### config.mk
export PLATFORM = sky130hd
export DESIGN_NAME = end_screen_overlay_flat
export DESIGN_NICKNAME = d
export VERILOG_FILES = /design/src/rtl/end_screen_pkg.sv /design/src/rtl/vga_if.sv /design/src/rtl/frame_tick.sv /design/src/rtl/end_screen_overlay.sv /design/src/flat_wrapper.sv
export SDC_FILE = /design/constraint.sdc
export NUM_CORES = 1
export LEC_CHECK = 0
export ABC_AREA = 0
export CORE_MARGIN = 3
export CORE_UTILIZATION = 45
export CTS_CLUSTER_SIZE = 14
export DETAILED_ROUTE_END_ITERATION = 8
export PLACE_DENSITY = 0.72
export SETUP_SLACK_MARGIN = 0.2
export SLEW_MARGIN = 20
export SYNTH_ARGS = -nofsm -noshare
export SYNTH_HDL_FRONTEND = slang
export SYNTH_HIERARCHICAL = 1
export SYNTH_SLANG_ARGS = --single-unit
### constraint.sdc
create_clock -name clk -period 5 [get_ports clk]
set_input_delay 1.5 -clock clk [delete_from_list [all_inputs] [get_ports clk]]
set_output_delay 1.5 -clock clk [all_outputs]
set_load 0.01 [all_outputs]
### src/rtl/end_screen_pkg.sv
// Shared types and default colours for the end-of-game overlay stage.
package end_screen_pkg;

  typedef enum logic [1:0] {
    IDLE = 2'd0,
    GROW = 2'd1,
    SHOW = 2'd2
  } state_e;

  localparam logic [11:0] WIN_RGB    = 12'h0f0;
  localparam logic [11:0] LOSE_RGB   = 12'hf00;
  localparam logic [11:0] BORDER_RGB = 12'hfff;

  localparam int unsigned COORD_W = 11;
  typedef logic [COORD_W-1:0] coord_t;

endpackage

### src/rtl/vga_if.sv
// Pixel pipeline bundle: timing counters, syncs, blanking and 12-bit colour.
interface vga_if;
  logic [10:0] hcount;
  logic [10:0] vcount;
  logic        hsync;
  logic        vsync;
  logic        hblnk;
  logic        vblnk;
  logic [11:0] rgb;

  modport in  (input  hcount, vcount, hsync, vsync, hblnk, vblnk, rgb);
  modport out (output hcount, vcount, hsync, vsync, hblnk, vblnk, rgb);
endinterface

### src/rtl/frame_tick.sv
// One-cycle pulse on the rising edge of vertical blanking; shared by animated stages.
module frame_tick (
  input  logic clk,
  input  logic rst,
  input  logic vblnk,
  output logic tick_c
);

  logic vblnk_q;

  always_ff @(posedge clk) begin
    if (rst) vblnk_q <= 1'b0;
    else     vblnk_q <= vblnk;
  end

  assign tick_c = vblnk & ~vblnk_q;

endmodule

### src/rtl/end_screen_overlay.sv
// End-of-game overlay: box grows from its centre, then holds with a border until restart.
// Optional border blink is built when END_SCREEN_BLINK_EN is defined.
module end_screen_overlay
  import end_screen_pkg::*;
#(
  parameter int unsigned BOX_X0      = 300,
  parameter int unsigned BOX_Y0      = 225,
  parameter int unsigned BOX_W       = 201,
  parameter int unsigned BOX_H       = 151,
  parameter int unsigned BORDER      = 4,
  parameter int unsigned GROW_FRAMES = 16,
`ifdef END_SCREEN_BLINK_EN
  parameter int unsigned BLINK_FRAMES = 30,
`endif
  parameter logic [11:0] WIN_RGB    = end_screen_pkg::WIN_RGB,
  parameter logic [11:0] LOSE_RGB   = end_screen_pkg::LOSE_RGB,
  parameter logic [11:0] BORDER_RGB = end_screen_pkg::BORDER_RGB
) (
  input  logic  clk,
  input  logic  rst,
  input  logic  game_over,
  input  logic  result,
  input  logic  restart,
  vga_if.in     vga_in,
  vga_if.out    vga_out,
  output logic  active
);

  localparam int unsigned DX = BOX_W / (2 * GROW_FRAMES);
  localparam int unsigned DY = BOX_H / (2 * GROW_FRAMES);
  localparam int unsigned KW = $clog2(GROW_FRAMES + 1);
  localparam logic [KW-1:0] K_FULL = KW'(GROW_FRAMES);

  state_e        state, state_next;
  logic [KW-1:0] k, k_next;
  logic          res_q, res_next;
  logic          tick;

  frame_tick u_frame_tick (
    .clk    (clk),
    .rst    (rst),
    .vblnk  (vga_in.vblnk),
    .tick_c (tick)
  );

  // state register
  always_ff @(posedge clk) begin
    if (rst) begin
      state <= IDLE;
      k     <= '0;
      res_q <= 1'b0;
    end else begin
      state <= state_next;
      k     <= k_next;
      res_q <= res_next;
    end
  end

  // next state: restart wins everywhere, grow step advances only on frame ticks
  always_comb begin
    state_next = state;
    k_next     = k;
    res_next   = res_q;
    if (restart) begin
      state_next = IDLE;
      k_next     = '0;
    end else begin
      case (state)
        IDLE: if (game_over) begin
          state_next = GROW;
          k_next     = '0;
          res_next   = result;
        end
        GROW: if (tick) begin
          k_next = k + KW'(1);
          if (k_next == K_FULL) state_next = SHOW;
        end
        SHOW: ;
        default: state_next = IDLE;
      endcase
    end
  end

  // current box edges follow k, which only moves on a frame tick
  coord_t ix, iy, x0, x1, y0, y1;
  logic   box_on, in_box, in_border, border_on;

  always_comb begin
    ix = coord_t'((GROW_FRAMES - 32'(k)) * DX);
    iy = coord_t'((GROW_FRAMES - 32'(k)) * DY);
    x0 = coord_t'(BOX_X0) + ix;
    x1 = coord_t'(BOX_X0 + BOX_W - 1) - ix;
    y0 = coord_t'(BOX_Y0) + iy;
    y1 = coord_t'(BOX_Y0 + BOX_H - 1) - iy;
    box_on    = (state != IDLE) && (k != '0);
    in_box    = (vga_in.hcount >= x0) && (vga_in.hcount <= x1) &&
                (vga_in.vcount >= y0) && (vga_in.vcount <= y1);
    in_border = ((vga_in.hcount - x0) < coord_t'(BORDER)) ||
                ((x1 - vga_in.hcount) < coord_t'(BORDER)) ||
                ((vga_in.vcount - y0) < coord_t'(BORDER)) ||
                ((y1 - vga_in.vcount) < coord_t'(BORDER));
  end

`ifdef END_SCREEN_BLINK_EN
  localparam int unsigned BW = (BLINK_FRAMES > 1) ? $clog2(BLINK_FRAMES) : 1;
  logic [BW-1:0] blink_cnt;

  // border toggles every BLINK_FRAMES ticks in SHOW, visible on entry
  always_ff @(posedge clk) begin
    if (rst || state == IDLE) begin
      blink_cnt <= '0;
      border_on <= 1'b1;
    end else if (state == SHOW && tick) begin
      if (blink_cnt == BW'(BLINK_FRAMES - 1)) begin
        blink_cnt <= '0;
        border_on <= ~border_on;
      end else begin
        blink_cnt <= blink_cnt + BW'(1);
      end
    end
  end
`else
  assign border_on = 1'b1;
`endif

  // output colour selection
  logic [11:0] rgb_next;

  always_comb begin
    rgb_next = vga_in.rgb;
    if (vga_in.hblnk || vga_in.vblnk)
      rgb_next = 12'h000;
    else if (box_on && in_box)
      rgb_next = (in_border && border_on) ? BORDER_RGB : (res_q ? WIN_RGB : LOSE_RGB);
  end

  always_ff @(posedge clk) begin
    if (rst) begin
      vga_out.hcount <= '0;
      vga_out.vcount <= '0;
      vga_out.hsync  <= 1'b0;
      vga_out.vsync  <= 1'b0;
      vga_out.hblnk  <= 1'b0;
      vga_out.vblnk  <= 1'b0;
      vga_out.rgb    <= '0;
      active         <= 1'b0;
    end else begin
      vga_out.hcount <= vga_in.hcount;
      vga_out.vcount <= vga_in.vcount;
      vga_out.hsync  <= vga_in.hsync;
      vga_out.vsync  <= vga_in.vsync;
      vga_out.hblnk  <= vga_in.hblnk;
      vga_out.vblnk  <= vga_in.vblnk;
      vga_out.rgb    <= rgb_next;
      active         <= (state_next != IDLE);
    end
  end

endmodule

### src/flat_wrapper.sv
// flat-port wrapper written by rule: the top's interface ports become plain ports
module end_screen_overlay_flat import end_screen_pkg::*;
#(
  parameter int unsigned BOX_X0      = 300,
  parameter int unsigned BOX_Y0      = 225,
  parameter int unsigned BOX_W       = 201,
  parameter int unsigned BOX_H       = 151,
  parameter int unsigned BORDER      = 4,
  parameter int unsigned GROW_FRAMES = 16,

  parameter logic [11:0] WIN_RGB    = end_screen_pkg::WIN_RGB,
  parameter logic [11:0] LOSE_RGB   = end_screen_pkg::LOSE_RGB,
  parameter logic [11:0] BORDER_RGB = end_screen_pkg::BORDER_RGB
)
  (clk, rst, game_over, result, restart, active, vga_in_hcount, vga_in_vcount, vga_in_hsync, vga_in_vsync, vga_in_hblnk, vga_in_vblnk, vga_in_rgb, vga_out_hcount, vga_out_vcount, vga_out_hsync, vga_out_vsync, vga_out_hblnk, vga_out_vblnk, vga_out_rgb);
  vga_if vga_in_i ();
  vga_if vga_out_i ();
  input  logic clk;
  input  logic rst;
  input  logic game_over;
  input  logic result;
  input  logic restart;
  output logic active;
  input wire logic [$bits(vga_in_i.hcount)-1:0] vga_in_hcount;
  input wire logic [$bits(vga_in_i.vcount)-1:0] vga_in_vcount;
  input wire logic [$bits(vga_in_i.hsync)-1:0] vga_in_hsync;
  input wire logic [$bits(vga_in_i.vsync)-1:0] vga_in_vsync;
  input wire logic [$bits(vga_in_i.hblnk)-1:0] vga_in_hblnk;
  input wire logic [$bits(vga_in_i.vblnk)-1:0] vga_in_vblnk;
  input wire logic [$bits(vga_in_i.rgb)-1:0] vga_in_rgb;
  output wire logic [$bits(vga_out_i.hcount)-1:0] vga_out_hcount;
  output wire logic [$bits(vga_out_i.vcount)-1:0] vga_out_vcount;
  output wire logic [$bits(vga_out_i.hsync)-1:0] vga_out_hsync;
  output wire logic [$bits(vga_out_i.vsync)-1:0] vga_out_vsync;
  output wire logic [$bits(vga_out_i.hblnk)-1:0] vga_out_hblnk;
  output wire logic [$bits(vga_out_i.vblnk)-1:0] vga_out_vblnk;
  output wire logic [$bits(vga_out_i.rgb)-1:0] vga_out_rgb;
  assign vga_in_i.hcount = vga_in_hcount;
  assign vga_in_i.vcount = vga_in_vcount;
  assign vga_in_i.hsync = vga_in_hsync;
  assign vga_in_i.vsync = vga_in_vsync;
  assign vga_in_i.hblnk = vga_in_hblnk;
  assign vga_in_i.vblnk = vga_in_vblnk;
  assign vga_in_i.rgb = vga_in_rgb;
  assign vga_out_hcount = vga_out_i.hcount;
  assign vga_out_vcount = vga_out_i.vcount;
  assign vga_out_hsync = vga_out_i.hsync;
  assign vga_out_vsync = vga_out_i.vsync;
  assign vga_out_hblnk = vga_out_i.hblnk;
  assign vga_out_vblnk = vga_out_i.vblnk;
  assign vga_out_rgb = vga_out_i.rgb;
  end_screen_overlay #(.BOX_X0(BOX_X0), .BOX_Y0(BOX_Y0), .BOX_W(BOX_W), .BOX_H(BOX_H), .BORDER(BORDER), .GROW_FRAMES(GROW_FRAMES), .WIN_RGB(WIN_RGB), .LOSE_RGB(LOSE_RGB), .BORDER_RGB(BORDER_RGB)) u_core (.clk(clk), .rst(rst), .game_over(game_over), .result(result), .restart(restart), .vga_in(vga_in_i), .vga_out(vga_out_i), .active(active));
endmodule
==> reports/results.tsv, run 1 <==
stage	metric	value	unit
global_routing	All-Layer GR Usage	0.206	
cells_and_area	net total in the final layout	640	
timing	transition time at the pin with the least slew margin	0.924	ns
cells_and_area	filler-free cell count of the finished design	652	
cells_and_area	number of diodes	0	
power	leakage power figure	1.99	nW
power	Power per Cell Area	193	nW/µm²
cts	Worst-Skew Late Latency	0.31	ns
cts	Clk Tree Root Cell	clkbuf_8	
floorplanning	area inside the core boundary	7850	µm²
setup_path	most common cell type on the critical path	ha_1	
power	switching part of the total	0.281	
synth	sequential area share after synthesis	0.261	
setup_path	arrival time at the worst endpoint	4.75	ns
global_routing	via count of the first global-routing pass	3488	
global_routing	maximum number of pins on one net before global-route repair	31	
floorplanning	chip width	96.5	µm
setup_path	CP Class	reg -> reg	
routing	Routed WL	9800	µm
status	result of the run	completed	
placement	Port Buffers	81	
routing	Remaining DRCs	0	
synth	number of enable-type register cells in the synthesized netlist	0	
job	Max Cap Violations	0	
cts	clock-pin slew of the registers on the worst-case setup and hold paths	0.09	ns
cts	CTS tree	done	
cts	Hold-fix buffers, CTS	0	
setup_path	CP required	5.23	ns
cts	post-cts sizing count	0	
global_routing	first-pass GRT wire length	15200	µm
cells_and_area	post-synthesis to final-layout area growth	29.8	%
setup_path	CP max stage cell	or4_1	
cells_and_area	leading cell types in the layout, fill and taps excluded	clkdlybuf4s50_1, dfxtp_1, nor2_1, ha_1, inv_1	
setup_path	critical path buffer and inverter count	3	
synth	number of nets produced by synthesis	556	
setup_path	maximum fanout count along the critical path	12	
routing	first-iteration detailed-routing DRC count	119	
timing	fraction of the cycle the final worst path needs	0.903	
timing	count of final setup violators	0	
routing	remaining antenna violation count	0	
floorplanning	die boundary height	96.5	µm
cts	number of buffers inserted to repair setup after CTS	0	
synth	YS warnings	6	
placement	placed cells	643	
timing	unrepaired setup endpoints after global routing	no	
synth	number of unique standard cell types used by synthesis	52	
synth	share of synthesized flip-flops with an asynchronous set or reset	0	
timing	highest clock frequency the design can meet	0.222	GHz
power	sequential power share	0.436	
placement	Final GP Congestion	0.927	
cts	CTS buffer count	5	
synth	Most used DFF post-synth	dfxtp_1	
cts	H-tree levels	2	
floorplanning	Die Outline Area	9320	µm²
timing	Relative slew margins	0.379	
power	Int Pwr	0.664	mW
routing	number of search-and-repair iterations in the first detailed-routing pass	4	
synth	Avg Inst Size Synth	7.93	µm²
cells_and_area	most common library cell in the layout ignoring fill and taps	clkdlybuf4s50_1	
synth	cells after synthesis	465	
global_routing	grt ovf	0	
global_routing	antenna violations before repair	0	
cts	total number of clock tree sinks	48	
routing	average wire length per cell after detail routing	15.0	µm
timing	number of max-slew violations in the final report	0	
floorplanning	number of primary I/O pins	82	
placement	Placed Area	4620	µm²
cts	maximum clock path buffer count	2	
timing	Fin Setup TNS	0	ns
timing	Worst Clk Skew	0.0135	ns
routing	count of vias placed by the detailed router	3588	
setup_path	delay of the slowest critical-path stage	0.55	ns
synth	total standard cell area after synthesis	3690	µm²
power	Psw	0.260	mW
routing	detailed-route vias per instance	5.50	
cells_and_area	multi-input logic area	2580	µm²
power	VDD IR max	133	µV
setup_path	sequence of cells on the critical path	inv_1 -> ha_1 -> nor3b_2 -> ha_1 -> inv_1 -> ha_2 -> o21ai_0 -> nand2_1 -> xor2_2 -> and2_1 -> nand2_1 -> xnor2_1 -> ha_1 -> nor2_1 -> a21oi_2 -> a31oi_1 -> or4_1 -> a21oi_2 -> buf_4 -> o21ai_0 -> a21oi_1	
timing	post-layout min period	4.51	ns
placement	DP Wirelength	7710	µm
cells_and_area	Filler cells	735	
setup_path	cell family contributing the most delay on the critical path	simple AND/OR/NAND/NOR gates	
floorplanning	Site Rows	32	
power	part of the power in the clock network	0.319	
cells_and_area	design area	4790	µm²
hold_path	hold crit path type	reg -> reg	
power	share of total power in combinational logic	0.245	
floorplanning	starting utilization of the core area	0.470	
cells_and_area	Register Area	962	µm²
cells_and_area	fraction of layout instances using a drive strength above 1	0.0636	
synth	number of synthesized register bits	48	
setup_path	Setup crit start kind	flip-flop	
timing	final hold violations	0	
setup_path	type of element capturing the critical path	flip-flop	
==> Yosys cell counts, types with 8 or more instances <==
cell | number | area (µm²)
a21oi_1 | 38 | 190
nor3_1 | 11 | 55.1
nand2b_1 | 8 | 50.1
nor2_1 | 45 | 169
clkbuf_1 | 8 | 30.0
nand2_1 | 27 | 101
inv_1 | 38 | 143
dfxtp_1 | 48 | 961
xnor2_1 | 25 | 219
xor2_1 | 12 | 105
ha_1 | 46 | 576
a21o_1 | 9 | 67.6
nor2b_1 | 19 | 119
o21ai_0 | 34 | 170
nand3_1 | 17 | 85.1
==> stage by stage <==
step | utilization | total power, mW | hold slack [ns] | setup slack, ns
2_1_floorplan | - | 0.538 | 0.467 | 0.510
3_3_place_gp | 0.589 | 0.630 | 0.487 | 0.534
3_5_place_dp | 0.589 | 0.634 | 0.504 | 0.368
4_1_cts | 0.603 | 0.929 | 0.529 | 0.330
5_1_grt | 0.610 | 0.972 | 0.557 | 0.178
6_report | 0.610 | 0.924 | 0.525 | 0.486
==> worst min-delay path, stage by stage (launching register included) <==
cell     delay [ns]
dfxtp_1        0.36
nand2_1        0.07
a21oi_1        0.06
==> cells by family after synthesis <==
family          share of synthesized area
simple gates                        0.225
compound gates                      0.199
buf+inv                            0.0526
fa+ha+maj                           0.167
flops                               0.261
xor+xnor                           0.0879
mux                               0.00848
==> power by group through the flow <==
stage | Sequential (mW) | Clock, mW | Combinational, mW
2_1_floorplan | 0.418 | 0 | 0.120
3_3_place_gp | 0.411 | 0 | 0.219
3_5_place_dp | 0.412 | 0 | 0.223
4_1_cts | 0.403 | 0.302 | 0.224
5_1_grt | 0.404 | 0.318 | 0.250
6_report | 0.402 | 0.295 | 0.227
==> path summary, 6_finish.rpt <==
| kind | end | slack [ns] | from | depth (start not counted) |
|---|---|---|---|---|
| setup / recovery | u_core/vga_out.rgb[11]$_SDFF_PP0_ | 0.49 | u_core/k[1]$_SDFFE_PP0P_ | 21 |
| hold / removal | u_core/k[1]$_SDFFE_PP0P_ | 0.53 | u_core/state[0]$_SDFF_PP0_ | 2 |
| setup reg to reg | u_core/vga_out.rgb[11]$_SDFF_PP0_ | 0.49 | u_core/k[1]$_SDFFE_PP0P_ | 21 |
| hold reg to reg | u_core/k[1]$_SDFFE_PP0P_ | 0.53 | u_core/state[0]$_SDFF_PP0_ | 2 |
==> sequential cells by signal (all words and copies together), names as in the netlist <==
name and flops:
u_core/vga_out.rgb 12, u_core/vga_out.hcount 11, u_core/vga_out.vcount 11, u_core/k 5, u_core/state 2, u_core/active 1, u_core/res_q 1, u_core/u_frame_tick/vblnk_q 1
u_core/vga_out.hblnk 1, u_core/vga_out.hsync 1, u_core/vga_out.vblnk 1, u_core/vga_out.vsync 1
==> final cells by class <==
| type | instances | share of cell area |
|---|---|---|
| Sequential cell | 48 | 0.201 |
| Multi-Input combinational cell | 369 | 0.540 |
| Inverter | 38 | 0.0298 |
| Tap cell | 102 | 0.0267 |
| Clock inverter | 3 | 0.00967 |
| Clock buffer | 5 | 0.0144 |
| Timing Repair Buffer | 87 | 0.179 |
==> metal layers <==
| metal | vias up | global-route usage | part of all wire |
|---|---|---|---|
| met1 | 1672 | 0.241 | 0.41 |
| met2 | 96 | 0.386 | 0.51 |
| met4 | 0 | 0.0643 | 0.025 |
| met3 | 20 | 0.0279 | 0.054 |
| li1 | 1800 | - | - |
| met5 | - | 0 | 0 |
Note: power is estimated with default switching activity, not from simulation.
==> run 2: changes to the inputs <==
--- a/config.mk
+++ b/config.mk
@@ -6,11 +6,13 @@
 export NUM_CORES = 1
 export LEC_CHECK = 0
 export ABC_AREA = 0
+export CELL_PAD_IN_SITES_DETAIL_PLACEMENT = 0
+export CELL_PAD_IN_SITES_GLOBAL_PLACEMENT = 1
 export CORE_MARGIN = 3
-export CORE_UTILIZATION = 45
+export CORE_UTILIZATION = 37
 export CTS_CLUSTER_SIZE = 14
 export DETAILED_ROUTE_END_ITERATION = 8
-export PLACE_DENSITY = 0.72
+export PLACE_DENSITY_LB_ADDON = 0.1
 export SETUP_SLACK_MARGIN = 0.2
 export SLEW_MARGIN = 20
 export SYNTH_ARGS = -nofsm -noshare
==> reports/results.tsv, run 2 (synthesis gave the netlist of run 1 again) <==
stage	metric	value	unit
timing	highest clock frequency the design can meet	0.221	GHz
cts	number of buffers inserted to repair setup after CTS	0	
placement	Final GP Congestion	0.882	
setup_path	type of element capturing the critical path	flip-flop	
routing	Met1 Wirelength	4640	µm
timing	Worst Clk Skew	0.0134	ns
floorplanning	chip width	106	µm
global_routing	antenna violations before repair	0	
routing	average wire length per cell after detail routing	15.0	µm
routing	first-iteration detailed-routing DRC count	139	
cells_and_area	register containing the most flip-flops in the final layout	u_core/vga_out.rgb	
power	switching part of the total	0.295	
timing	post-layout min period	4.51	ns
global_routing	first-pass GRT wire length	15900	µm
setup_path	startpoint of the worst register-to-register path	u_core/k[0]$_SDFFE_PP0P_	
cts	Clk Tree Root Cell	clkbuf_8	
floorplanning	Die Outline Area	11200	µm²
job	Max Cap Violations	0	
floorplanning	die boundary height	106	µm
setup_path	cell family contributing the most delay on the critical path	adder cells	
hold_path	hold crit path type	reg -> reg	
setup_path	register-to-register setup slack	0.49	ns
floorplanning	Site Rows	35	
global_routing	All-Layer GR Usage	0.175	
setup_path	delay of the slowest critical-path stage	0.50	ns
timing	Fin Setup TNS	0	ns
hold_path	Worst Hold Depth	2	
floorplanning	starting utilization of the core area	0.390	
setup_path	Setup crit start kind	flip-flop	
power	Power per Cell Area	184	nW/µm²
routing	number of search-and-repair iterations in the first detailed-routing pass	4	
routing	Routed WL	10200	µm
cts	CTS tree	done	
power	share of total power in combinational logic	0.256	
timing	final hold violations	0	
cells_and_area	filler-free cell count of the finished design	680	
power	Int Pwr	0.626	mW
setup_path	arrival time at the worst endpoint	4.71	ns
status	result of the run	completed	
power	sequential power share	0.453	
timing	count of final setup violators	0	
routing	uppermost routed layer	met4	
global_routing	maximum number of pins on one net before global-route repair	31	
hold_path	worst hold path startpoint	u_core/state[0]$_SDFF_PP0_	
cts	CTS buffer count	5	
cells_and_area	top flop regs	u_core/vga_out.rgb (12), u_core/vga_out.hcount (11), u_core/vga_out.vcount (11)	
placement	pre-CTS WS	0.302	ns
routing	remaining antenna violation count	0	
setup_path	most common cell type on the critical path	nand2_1	
routing	detailed-route vias per instance	5.10	
setup_path	CP required	5.19	ns
power	Psw	0.262	mW
setup_path	total number of cells along the worst setup path	19	
cells_and_area	number of flip-flops under the largest register name	12	
global_routing	grt ovf	0	
placement	Placed Area	4660	µm²
power	leakage power figure	1.98	nW
cells_and_area	net total in the final layout	641	
timing	fraction of the cycle the final worst path needs	0.903	
cts	clock-pin slew of the registers on the worst-case setup and hold paths	0.10	ns
power	sum of internal, switching and leakage power	0.888	mW
cts	H-tree levels	2	
cells_and_area	most common library cell in the layout ignoring fill and taps	clkdlybuf4s50_1	
cells_and_area	Filler cells	960	
timing	Relative slew margins	0.350	
setup_path	sequence of cells on the critical path	inv_1 -> ha_2 -> nor3b_2 -> ha_1 -> inv_1 -> ha_2 -> o21ai_0 -> nand2_1 -> xor2_4 -> and2_1 -> nand2_1 -> xnor2_1 -> ha_1 -> a21o_1 -> or4_1 -> nand2_1 -> xnor2_1 -> o2111a_1 -> a21oi_1	
timing	transition time at the pin with the least slew margin	0.967	ns
setup_path	CP Class	reg -> reg	
timing	number of max-slew violations in the final report	0	
setup_path	critical path buffer and inverter count	2	
timing	unrepaired setup endpoints after global routing	no	
routing	count of vias placed by the detailed router	3469	
setup_path	destination of the worst register-to-register timing path	u_core/vga_out.rgb[9]$_SDFF_PP0_	
routing	Remaining DRCs	0	
cts	total number of clock tree sinks	48	
cells_and_area	number of diodes	0	
floorplanning	number of primary I/O pins	82	
routing	met3 WL	361	µm
global_routing	via count of the first global-routing pass	3369	
setup_path	maximum fanout count along the critical path	6	
placement	DP Wirelength	7950	µm
cells_and_area	leading cell types in the layout, fill and taps excluded	clkdlybuf4s50_1, dfxtp_1, nor2_1	
setup_path	CP max stage cell	or4_1	
placement	Port Buffers	81	
timing	min setup slack post-route	0.485	ns
power	VDD IR max	89.8	µV
cells_and_area	fraction of layout instances using a drive strength above 1	0.0672	
cells_and_area	design area	4830	µm²
setup_path	depth of the most critical reg-to-reg path	19	
routing	wire length on met2	5040	µm
hold_path	Worst Hold End	u_core/k[1]$_SDFFE_PP0P_	
placement	placed cells	671	
cells_and_area	post-synthesis to final-layout area growth	31.0	%
power	part of the power in the clock network	0.291	
cts	maximum clock path buffer count	2	
floorplanning	area inside the core boundary	9460	µm²
cts	Worst-Skew Late Latency	0.31	ns
==> run 2: worst max-delay path by stage <==
stage                                         from                                end  slack, ns
after CTS                 u_core/k[0]$_SDFFE_PP0P_   u_core/vga_out.rgb[7]$_SDFF_PP0_       0.28
final                     u_core/k[0]$_SDFFE_PP0P_   u_core/vga_out.rgb[9]$_SDFF_PP0_       0.49
after floorplan           u_core/k[0]$_SDFFE_PP0P_  u_core/vga_out.rgb[10]$_SDFF_PP0_       0.51
after global routing      u_core/k[0]$_SDFFE_PP0P_   u_core/vga_out.rgb[7]$_SDFF_PP0_       0.19
after global placement    u_core/k[1]$_SDFFE_PP0P_   u_core/vga_out.rgb[8]$_SDFF_PP0_       0.39
after detailed placement  u_core/k[0]$_SDFFE_PP0P_   u_core/vga_out.rgb[7]$_SDFF_PP0_       0.30
==> run 2: what timing repair did <==
action / in CTS / in global routing
setup endpoints to repair: 0 / 12
gates resized for setup: 0 / 12
hold buffers: 0 / 0
==> run 2: per-stage QoR <==
stage | hold slack (ns) | utilization
global route | 0.549 | 0.511
global placement | 0.493 | 0.493
CTS | 0.518 | 0.503
floorplan | 0.467 | -
finish | 0.505 | 0.511
detailed placement | 0.502 | 0.493
==> run 2: power groups by stage <==
stage,Combinational [mW],Clock [mW],Sequential (mW)
global placement,0.223,0,0.411
floorplan,0.120,0,0.418
global route,0.250,0.283,0.404
finish,0.227,0.259,0.402
detailed placement,0.224,0,0.411
CTS,0.225,0.272,0.403
==> run 2: worst min-delay path, cell delays in order (launching register included) <==
cell,delay (ns)
dfxtp_1,0.36
nand2_1,0.07
a21oi_1,0.05
==> run 2: routing by layer <==
layer | up-vias | global-route usage
met1 | 1598 | 0.220
met2 | 68 | 0.306
li1 | 1791 | -
met4 | 0 | 0.0537
met5 | - | 0
met3 | 12 | 0.0269
==> run 2: layout make-up <==
class	instances	area [µm²]	area share
sequential	48	963	0.199
inverter	38	143	0.0295
multi-input combinational	369	2600	0.539
tap	129	161	0.0334
clock inverter	2	15.0	0.00311
timing repair buffer	88	863	0.179
clock buffer	6	82.6	0.0171
==> run 3: changes to the inputs <==
--- a/config.mk
+++ b/config.mk
@@ -8,8 +8,9 @@
 export ABC_AREA = 0
 export CELL_PAD_IN_SITES_DETAIL_PLACEMENT = 0
 export CELL_PAD_IN_SITES_GLOBAL_PLACEMENT = 1
-export CORE_MARGIN = 3
+export CORE_MARGIN = 1
 export CORE_UTILIZATION = 37
+export CTS_CLUSTER_DIAMETER = 80
 export CTS_CLUSTER_SIZE = 14
 export DETAILED_ROUTE_END_ITERATION = 8
 export PLACE_DENSITY_LB_ADDON = 0.1
==> reports/results.tsv, run 3 (synthesis gave the netlist of run 1 again) <==
stage	metric	value	unit
global_routing	All-Layer GR Usage	0.193	
setup_path	delay of the slowest critical-path stage	0.56	ns
floorplanning	chip width	102	µm
timing	final hold violations	0	
power	sequential power share	0.431	
hold_path	hold crit path type	reg -> reg	
placement	DP Wirelength	7940	µm
power	share of total power in combinational logic	0.244	
setup_path	type of element capturing the critical path	flip-flop	
setup_path	maximum fanout count along the critical path	12	
cells_and_area	fraction of layout instances using a drive strength above 1	0.0638	
routing	count of vias placed by the detailed router	3532	
power	Int Pwr	0.664	mW
cells_and_area	top flop regs	u_core/vga_out.rgb (12), u_core/vga_out.hcount (11), u_core/vga_out.vcount (11)	
routing	Remaining DRCs	0	
timing	transition time at the pin with the least slew margin	1.05	ns
timing	Worst Clk Skew	0.00464	ns
timing	unrepaired setup endpoints after global routing	no	
cts	Clk Tree Root Cell	clkbuf_8	
placement	Placed Area	4650	µm²
cells_and_area	number of diodes	0	
setup_path	CP max stage cell	dfxtp_1	
routing	detailed-route vias per instance	5.18	
timing	fraction of the cycle the final worst path needs	0.912	
floorplanning	Site Rows	36	
cells_and_area	number of flip-flops under the largest register name	12	
cells_and_area	leading cell types in the layout, fill and taps excluded	clkdlybuf4s50_1, dfxtp_1, nor2_1, ha_1	
cts	CTS tree	done	
setup_path	CP required	5.25	ns
job	Max Cap Violations	0	
routing	first-iteration detailed-routing DRC count	116	
setup_path	Setup crit start kind	flip-flop	
timing	post-layout min period	4.56	ns
floorplanning	number of primary I/O pins	82	
timing	number of max-slew violations in the final report	0	
routing	remaining antenna violation count	0	
global_routing	grt ovf	0	
timing	Relative slew margins	0.294	
routing	Routed WL	10300	µm
routing	average wire length per cell after detail routing	15.1	µm
power	Psw	0.269	mW
power	VDD IR max	115	µV
timing	highest clock frequency the design can meet	0.219	GHz
global_routing	first-pass GRT wire length	15500	µm
setup_path	arrival time at the worst endpoint	4.81	ns
setup_path	sequence of cells on the critical path	nor3_2 -> xnor2_2 -> ha_1 -> a21oi_1 -> nand2_1 -> xnor2_1 -> o211ai_1 -> inv_1 -> xnor2_1 -> ha_1 -> a21o_1 -> a211oi_2 -> a21oi_2 -> a31oi_1 -> or4_1 -> a21oi_2 -> buf_4 -> o21ai_0 -> a21oi_1	
global_routing	antenna violations before repair	0	
floorplanning	Die Outline Area	10400	µm²
power	switching part of the total	0.288	
timing	Fin Setup TNS	0	ns
cts	maximum clock path buffer count	2	
timing	count of final setup violators	0	
placement	Port Buffers	81	
floorplanning	area inside the core boundary	9730	µm²
floorplanning	starting utilization of the core area	0.379	
cts	clock-pin slew of the registers on the worst-case setup and hold paths	0.10	ns
cells_and_area	design area	4830	µm²
cells_and_area	Filler cells	1020	
cts	H-tree levels	2	
cells_and_area	most common library cell in the layout ignoring fill and taps	clkdlybuf4s50_1	
floorplanning	die boundary height	102	µm
cts	CTS buffer count	5	
cts	number of buffers inserted to repair setup after CTS	0	
cells_and_area	register containing the most flip-flops in the final layout	u_core/vga_out.rgb	
placement	Final GP Congestion	0.899	
power	part of the power in the clock network	0.325	
global_routing	maximum number of pins on one net before global-route repair	31	
cts	Worst-Skew Late Latency	0.31	ns
cells_and_area	post-synthesis to final-layout area growth	31.1	%
global_routing	via count of the first global-routing pass	3261	
routing	number of search-and-repair iterations in the first detailed-routing pass	5	
cts	total number of clock tree sinks	48	
cells_and_area	net total in the final layout	639	
power	Power per Cell Area	193	nW/µm²
power	leakage power figure	1.99	nW
setup_path	CP Class	reg -> reg	
status	result of the run	completed	
## run 3: changes by cell type in the layout (fill, tap and decap cells not counted)
| cell | before | now |
|---|---|---|
| buf_4 | 7 | 5 |
| clkinv_4 | 0 | 2 |
| clkinvlp_4 | 2 | 0 |
| a21oi_1 | 37 | 38 |
| a21oi_4 | 1 | 0 |
| bufinv_16 | 0 | 1 |
| clkbuf_8 | 6 | 5 |
| ha_1 | 44 | 45 |
| ha_2 | 2 | 1 |
| o2111a_1 | 1 | 0 |
| o2111a_2 | 1 | 2 |
| o2111ai_1 | 2 | 1 |
| o2111ai_2 | 0 | 1 |
## run 3: repair_timing
action                     CTS  global route
setup endpoints to repair    0            12
gates resized for setup      0            11
hold buffers                 0             0
## run 3: final timing paths
check / startpoint / endpoint / slack [ns] / depth (start not counted)
worst max register to register: u_core/k[2]$_SDFFE_PP0P_ / u_core/vga_out.rgb[5]$_SDFF_PP0_ / 0.44 / 19
worst max-delay path: u_core/k[2]$_SDFFE_PP0P_ / u_core/vga_out.rgb[5]$_SDFF_PP0_ / 0.44 / 19
worst min register to register: u_core/state[0]$_SDFF_PP0_ / u_core/k[1]$_SDFFE_PP0P_ / 0.51 / 2
worst min-delay path: u_core/state[0]$_SDFF_PP0_ / u_core/k[1]$_SDFFE_PP0P_ / 0.51 / 2
## run 3: worst max-delay path: cells and delay by family, from the launching register on
| family | cells | cell delay (ns) |
|---|---|---|
| AO/OA/AOI/OAI | 9 | 1.39 |
| buffers and inverters | 2 | 0.32 |
| AND/OR/NAND/NOR | 3 | 0.85 |
| adder cells (fa/ha/maj) | 2 | 0.73 |
| XOR/XNOR | 3 | 0.64 |
| flip-flops | 1 | 0.56 |
## run 3: through the flow
stage	hold WS (ns)	total power, mW	worst slack (ns)	instances	utilization
after floorplan	0.467	0.538	0.510	465	-
after global placement	0.493	0.635	0.383	673	0.478
after detailed placement	0.505	0.636	0.286	673	0.478
after CTS	0.522	0.943	0.245	681	0.490
after global routing	0.551	0.980	0.220	682	0.497
final	0.509	0.933	0.438	682	0.497
## run 3: per-layer routing
| layer | vias to the layer above | GRT usage | share of wire |
|---|---|---|---|
| li1 | 1786 | - | - |
| met5 | - | 0 | 0 |
| met4 | 0 | 0.0429 | 0.014 |
| met3 | 11 | 0.0274 | 0.034 |
| met2 | 66 | 0.361 | 0.51 |
| met1 | 1669 | 0.233 | 0.45 |
## run 3: power by group through the flow
stage	clock, mW	sequential, mW	combinational, mW
2_1_floorplan	0	0.418	0.120
3_3_place_gp	0	0.411	0.224
3_5_place_dp	0	0.412	0.225
4_1_cts	0.314	0.403	0.226
5_1_grt	0.326	0.404	0.250
6_report	0.303	0.402	0.228
## run 3: final cells by class
class	instances	area (µm²)	area share
Multi-Input combinational cell	369	2600	0.537
Sequential cell	48	963	0.199
Timing Repair Buffer	86	848	0.175
Tap cell	133	166	0.0344
Inverter	38	143	0.0295
Clock buffer	5	68.8	0.0142
Clock inverter	3	47.5	0.00983
